$ cat config.mk
export PLATFORM = sky130hd
export DESIGN_NAME = ofmap_packer
export DESIGN_NICKNAME = d
export VERILOG_FILES = /design/src/rtl/ofmap_packer_pkg.sv /design/src/rtl/ofmap_byte_insert.sv /design/src/rtl/ofmap_packer.sv
export SDC_FILE = /design/constraint.sdc
export NUM_CORES = 1
export LEC_CHECK = 0
export ABC_AREA = 1
export CORE_MARGIN = 5
export CORE_UTILIZATION = 40
export CTS_BUF_LIST = sky130_fd_sc_hd__clkbuf_8
export DETAILED_ROUTE_END_ITERATION = 8
export DONT_BUFFER_PORTS = 1
export PLACE_DENSITY = 0.68
export SLEW_MARGIN = 25
export SYNTH_ARGS = -nofsm -noshare
export SYNTH_HDL_FRONTEND = slang
export SYNTH_SLANG_ARGS = --single-unit
export TNS_END_PERCENT = 100
$ cat constraint.sdc
create_clock -name clk -period 2.5 [get_ports clk]
set_clock_uncertainty 0.1 [all_clocks]
set_input_delay 0.375 -clock clk [delete_from_list [all_inputs] [get_ports clk]]
set_output_delay 0.375 -clock clk [all_outputs]
set_load 0.02 [all_outputs]
$ cat src/rtl/ofmap_packer_pkg.sv
// Shared constants, FSM encoding and byte-count helper for the ofmap write-back packer.
package ofmap_packer_pkg;

  localparam int WORD_W    = 64;
  localparam int BUF_W     = 128;
  localparam int FILL_W    = 5;
  localparam int MAX_BYTES = 8;

  typedef enum logic [1:0] {
    RUN   = 2'd0,
    FLUSH = 2'd1,
    DONE  = 2'd2
  } state_t;

  // A beat never carries more than one word of payload; larger counts saturate.
  function automatic logic [3:0] clamp_bytes(input logic [3:0] raw);
    logic [3:0] res;
    if (raw > 4'd8) begin
      res = 4'd8;
    end else begin
      res = raw;
    end
    return res;
  endfunction

endpackage

$ cat src/rtl/ofmap_byte_insert.sv
// Merges the first n bytes of a beat into the packing buffer at byte offset f.
module ofmap_byte_insert
  import ofmap_packer_pkg::*;
(
  input  logic [BUF_W-1:0]  buf_in,
  input  logic [FILL_W-1:0] offset,
  input  logic [WORD_W-1:0] data,
  input  logic [3:0]        nbytes,
  output logic [BUF_W-1:0]  buf_out
);

  logic [WORD_W-1:0] byte_mask;
  logic [BUF_W-1:0]  wide_mask;
  logic [BUF_W-1:0]  wide_data;
  logic [7:0]        shamt;

  // One 0xFF lane per valid byte; lanes at or above nbytes stay clear.
  always_comb begin
    byte_mask = '0;
    for (int k = 0; k < MAX_BYTES; k++) begin
      if (4'(k) < nbytes) begin
        byte_mask[8*k +: 8] = 8'hFF;
      end else begin
        byte_mask[8*k +: 8] = 8'h00;
      end
    end
  end

  assign shamt     = {offset, 3'b000};
  assign wide_mask = {64'd0, byte_mask} << shamt;
  assign wide_data = {64'd0, data & byte_mask} << shamt;
  assign buf_out   = (buf_in & ~wide_mask) | wide_data;

endmodule

$ cat src/rtl/ofmap_packer.sv
// Packs 0..8-byte ofmap segments LSB-first into 64-bit DRAM words, flushing a
// zero-padded residue word at end of layer and pulsing done afterwards.
module ofmap_packer
  import ofmap_packer_pkg::*;
#(
  parameter int ADDR_W = 11
) (
  input  logic              clk,
  input  logic              rst,
  input  logic              clear,
  input  logic              inValid,
  input  logic [63:0]       inData,
  input  logic [3:0]        inBytes,
  input  logic              inLast,
  output logic              inReady,
  output logic              outValid,
  output logic [63:0]       outData,
  output logic [ADDR_W-1:0] outAddr,
  input  logic              outReady,
  output logic              done
);

  state_t             state;
  logic [BUF_W-1:0]   buffer;
  logic [FILL_W-1:0]  fill;
  logic [ADDR_W-1:0]  addr;

  logic               in_fire;
  logic               out_fire;
  logic [3:0]         n;
  logic [BUF_W-1:0]   shifted;
  logic [BUF_W-1:0]   merged;
  logic [BUF_W-1:0]   buffer_nxt;
  logic [FILL_W-1:0]  fill_post;
  logic [FILL_W-1:0]  fill_nxt;

  assign inReady  = (state == RUN) && (fill <= 5'd8);
  assign outValid = (fill >= 5'd8) || ((state == FLUSH) && (fill != 5'd0));
  assign outData  = buffer[WORD_W-1:0];
  assign outAddr  = addr;

  // The outgoing word is retired before the incoming beat lands, so a
  // simultaneous accept inserts at fill-8 and nothing overlaps.
  always_comb begin
    in_fire  = inValid && inReady;
    out_fire = outValid && outReady;
    n        = clamp_bytes(inBytes);
    if (out_fire) begin
      shifted = buffer >> WORD_W;
      if (fill > 5'd8) begin
        fill_post = fill - 5'd8;
      end else begin
        fill_post = 5'd0;
      end
    end else begin
      shifted   = buffer;
      fill_post = fill;
    end
    if (in_fire) begin
      buffer_nxt = merged;
      fill_nxt   = fill_post + {1'b0, n};
    end else begin
      buffer_nxt = shifted;
      fill_nxt   = fill_post;
    end
  end

  ofmap_byte_insert u_insert (
    .buf_in  (shifted),
    .offset  (fill_post),
    .data    (inData),
    .nbytes  (n),
    .buf_out (merged)
  );

  // Datapath registers, word index and the RUN/FLUSH/DONE sequencer.
  always_ff @(posedge clk) begin
    if (rst || clear) begin
      state  <= RUN;
      buffer <= '0;
      fill   <= '0;
      addr   <= '0;
      done   <= 1'b0;
    end else begin
      buffer <= buffer_nxt;
      fill   <= fill_nxt;
      done   <= 1'b0;
      if (out_fire) begin
        addr <= addr + {{(ADDR_W-1){1'b0}}, 1'b1};
      end
      case (state)
        RUN: begin
          if (in_fire && inLast) begin
            state <= FLUSH;
          end
        end
        FLUSH: begin
          if (fill_nxt == 5'd0) begin
            state <= DONE;
            done  <= 1'b1;
          end
        end
        DONE: begin
          state <= RUN;
          addr  <= '0;
        end
        default: begin
          state <= RUN;
        end
      endcase
    end
  end

endmodule

==> results <==
- The flow ran to the end, but the final reports show violations.
- The checks that failed: negative setup slack.
- The number of synthesized flops with an enable pin is 0.
- Clock-pin slew was measured on the worst setup and hold paths at about 0.09 ns.
- The violation count after the first detailed-routing iteration is about 1700.
- Setup repair after global routing could not meet its margin everywhere.
- STA classifies the critical path endpoint as a flop.
- Prior to clock tree synthesis, the placed netlist has a worst setup slack of -0.0568 ns.
- The first detailed-routing pass ran for 6 iterations.
- In this run the vertical extent of the chip is between 150 and 200 µm.
- The count of warnings emitted by yosys is 0.
- The last weighted congestion value of the routability-driven placer is between 1 and 1.5.
- The net total in the final layout is around 2000.
- In this run the critical register-to-register path is captured at done$_SDFF_PP0_.
- The number of cells on the worst hold path is 2.
- The unique cell type count in the Yosys netlist is 37.
- Compared with the post-synthesis result, the final layout area differs by 12.2%.
- The clock tree from TritonCTS is done.
- Setup violations remaining at the end of the flow were counted as 2.
- The ratio of cells with drive above 1 in the final layout is 0.127.
- The minimum period implied by the final worst setup slack is 2.58 ns.
- Counting cells, the worst reg-to-reg path comes to 15.
- The max-slew violation count is 0.
- In this run the register-to-register setup slack is -0.08 ns.
- The layout has slightly below 3000 filler cells.
- The detail route stage leaves a number of antenna-violating nets equal to 0.
- The number of instances in the synthesized netlist is roughly 1900.
- The number of inserted diodes is 0.
- Clock tree synthesis selected as its root buffer the cell clkbuf_8.
- The total overflow left after global routing is 0.
- STA classifies the critical path startpoint as a flop.
- The number of non-filler instances in the completed layout is 2225.
- The reg-to-reg critical path startpoint is fill[3]$_SDFF_PP0_.
- The number of buffer and inverter instances along the worst setup path is 2.
- The leakage dissipation is 5.14 nW.
- The starting utilization of the core area is 0.407.
- The aggregate routed wire length is between 40 and 50 mm.
- Of the synthesized area, sequential elements account for 0.268.
- The maximum single-stage delay on the critical path is approximately 0.37 ns.
- The worst hold path class is input port to flop.
- The library cell used most frequently in the layout, excluding fill and tap cells, is nand2_1.
- Measured against its own limit, the worst slew margin works out to 0.540.
- Dividing the detail-routed wire length by the instance count gives 20.7 µm.
- The hold violation total from the final report is 0.
- The tree built by TritonCTS fans out to ~150 sinks.
- The top cell types in the final layout, fill and taps aside, are 573 x nand2_1, 284 x nand3_1, 181 x a21oi_1.
- The number of global-route vias before repair came to ~11000.
- The first global-routing pass estimated 69.0 mm of wire.
- The slew at the pin closest to its max-slew limit is 0.689 ns.
- After detailed placement, the design holds a cell count of 2177.
- The register bit total from synthesis is ~150.
- The die area is approximately 0.031 mm².
- TritonCTS created 17 clock buffers.
- The fraction of the cycle the final worst path needs is 1.03.
- The largest individual stage delay along the critical path comes from the cell dfxtp_2.
- For this run, the top clock speed supported by timing is 387 MHz.
- The share of async-settable or async-resettable flops after synthesis is 0.
- The average cell area after synthesis is just under 6 µm².
- The data arrival time of the critical path is between 2 and 3 ns.
- The core region is roughly 0.027 mm².
- Summing every instance area after synthesis gives approximately 0.011 mm².
- After detailed routing, the number of vias per cell comes to between 5 and 6.
- The number of buffers on the longest clock path is 2.
- The final worst setup slack is -0.0845 ns.
- The kind of critical path is flop to flop.
- The number of top-level design ports is between 150 and 200.
- After detailed routing, the number of remaining DRC violations is 0.
- The routed layout has roughly 13000 vias.
- The number of antenna violations at the first check in global routing is 0.
- Data on the critical path is required at its endpoint by about 2.8 ns.
- Across the run, the number of max-cap violations was 0.
- The half-perimeter wire length after detailed placement is around 35 mm.
- In the synthesized netlist the dominant register cell turns out to be dfxtp_1.
- In this run the number of H-tree levels came out at 4.
- In this run the core area contains 60 standard-cell rows.
- The power density normalized to cell area is a little under 500 mW/mm².
- The largest fanout on the critical path is 4.
- In this run the most critical hold path is launched from inData[2].
- In the global route stage, overall resource usage came out at 0.289.
- The critical path goes through inv_2, nor2_2, nand3_2, nand2_2, nand3_4, nand2_4, inv_4, ha_4, fa_2, xor2_1, nand2_1, o21ai_2, nor2_1, nand4_1, nor4_2.
- IR analysis of the VDD net gives a maximum drop of roughly 0.26 mV.
- Counting every net in the synthesized netlist gives about 2000.
- The path with the worst hold slack has its endpoint at buffer[2]$_SDFF_PP0_.
- The horizontal extent of the die is 176 µm.
- Entering global routing, the biggest net connects 80 pins.
- The cell family contributing the most delay on the critical path is simple AND/OR/NAND/NOR gates.
- The clock insertion delay at the later pin of the skew report is ~0.48 ns.
- The count of buffers from port buffering is 0.
-- synthesized netlist by cell type (2+ instances only) --
master	instances	share of area
o21ai_0	92	0.042
nand2_1	582	0.20
o21a_1	4	0.0027
nor2_2	4	0.0023
a21oi_1	185	0.084
inv_2	10	0.0034
buf_4	72	0.049
nor2_4	4	0.0041
clkinv_1	2	0.00068
nand4_1	25	0.014
o211ai_1	30	0.020
inv_1	143	0.049
o2111ai_1	2	0.0016
o21ai_1	17	0.0077
nor2_1	134	0.046
buf_1	18	0.0061
xor2_1	3	0.0024
nand3_1	292	0.13
clkbuf_1	52	0.018
dfxtp_1	147	0.27
or2_0	2	0.0011
nor3_1	2	0.00091
buf_2	38	0.017
or2_2	3	0.0017
buf_6	2	0.0020
nand3b_1	9	0.0061
nand2_2	4	0.0023
nor4_1	2	0.0011
ha_1	6	0.0068
-- layer usage --
layer / vias up / global-route usage / routed length [µm] / part of all wire
met1: 5828 / 0.406 / 20200 / 0.44
li1: 6098 / - / - / -
met2: 724 / 0.432 / 19200 / 0.42
met4: 0 / 0.115 / 2200 / 0.048
met3: 113 / 0.0635 / 4550 / 0.099
met5: - / 0 / 0 / 0
-- repair_timing --
action,4_1_cts,5_1_grt
hold endpoints to repair,3,2
setup endpoints to repair,24,130
hold buffers,3,2
gates cloned,0,1
buffers inserted,4,8
pin swaps,2,9
resized for setup,7,43
-- report_power, final --
part | internal (mW) | switching [mW] | leakage [nW]
sequential | 2.41 | 0.0980 | 1.19
combinational | 0.549 | 1.13 | 3.77
clock | 0.715 | 1.10 | 0.177
-- registers in the layout, summed over array words and instances (netlist names) --
name	flops
outAddr	11
state	2
done	1
fill	5
buffer	128
-- how the worst max path moves through the flow --
stage | cells after the start | slack (ns) | from | end
3_5_place_dp | 14 | -0.06 | fill[3]$_SDFF_PP0_ | done$_SDFF_PP0_
2_1_floorplan | 19 | -0.03 | fill[0]$_SDFF_PP0_ | state[0]$_SDFFE_PP0P_
6_report | 15 | -0.08 | fill[3]$_SDFF_PP0_ | done$_SDFF_PP0_
3_3_place_gp | 11 | -0.04 | inBytes[3] | buffer[104]$_SDFF_PP0_
5_1_grt | 15 | -0.25 | fill[3]$_SDFF_PP0_ | done$_SDFF_PP0_
4_1_cts | 15 | 0.009 | fill[3]$_SDFF_PP0_ | done$_SDFF_PP0_
-- cell type report --
class                   instances  area, µm²  share of cell area
repair buffers                141       1350               0.109
flip-flops and latches        147       2950               0.239
inverters                     155        589              0.0478
clock inverters                14        121             0.00985
well taps                     341        427              0.0346
multi-input cells            1410       6660               0.540
clock buffers                  17        234              0.0190
-- kinds of logic after synthesis --
kind of cell               count (synthesis)  share of synthesized area
AOI/OAI and AO/OA                        333                      0.161
xor gates and xnor gates                   3                    0.00239
adders and majority gates                  7                    0.00865
buffers and inverters                    337                      0.145
DFF                                      147                      0.268
and+or+nand+nor                         1067                      0.415
-- through the flow --
step | power (mW) | hold slack, ns | setup TNS, ns | cell area [µm²] | util
final | 6.00 | 0.0290 | -0.0859 | 12300 | 0.456
after global routing | 6.29 | 0.00349 | -3.81 | 12300 | 0.456
after CTS | 5.92 | 0.00358 | 0 | 12100 | 0.447
after detailed placement | 4.11 | 0.376 | -0.389 | 11600 | 0.430
after global placement | 4.11 | 0.371 | -0.0645 | 11600 | 0.430
after floorplan | 3.55 | 0.360 | -0.0296 | 11100 | -
(Power assumes the default switching activity.)
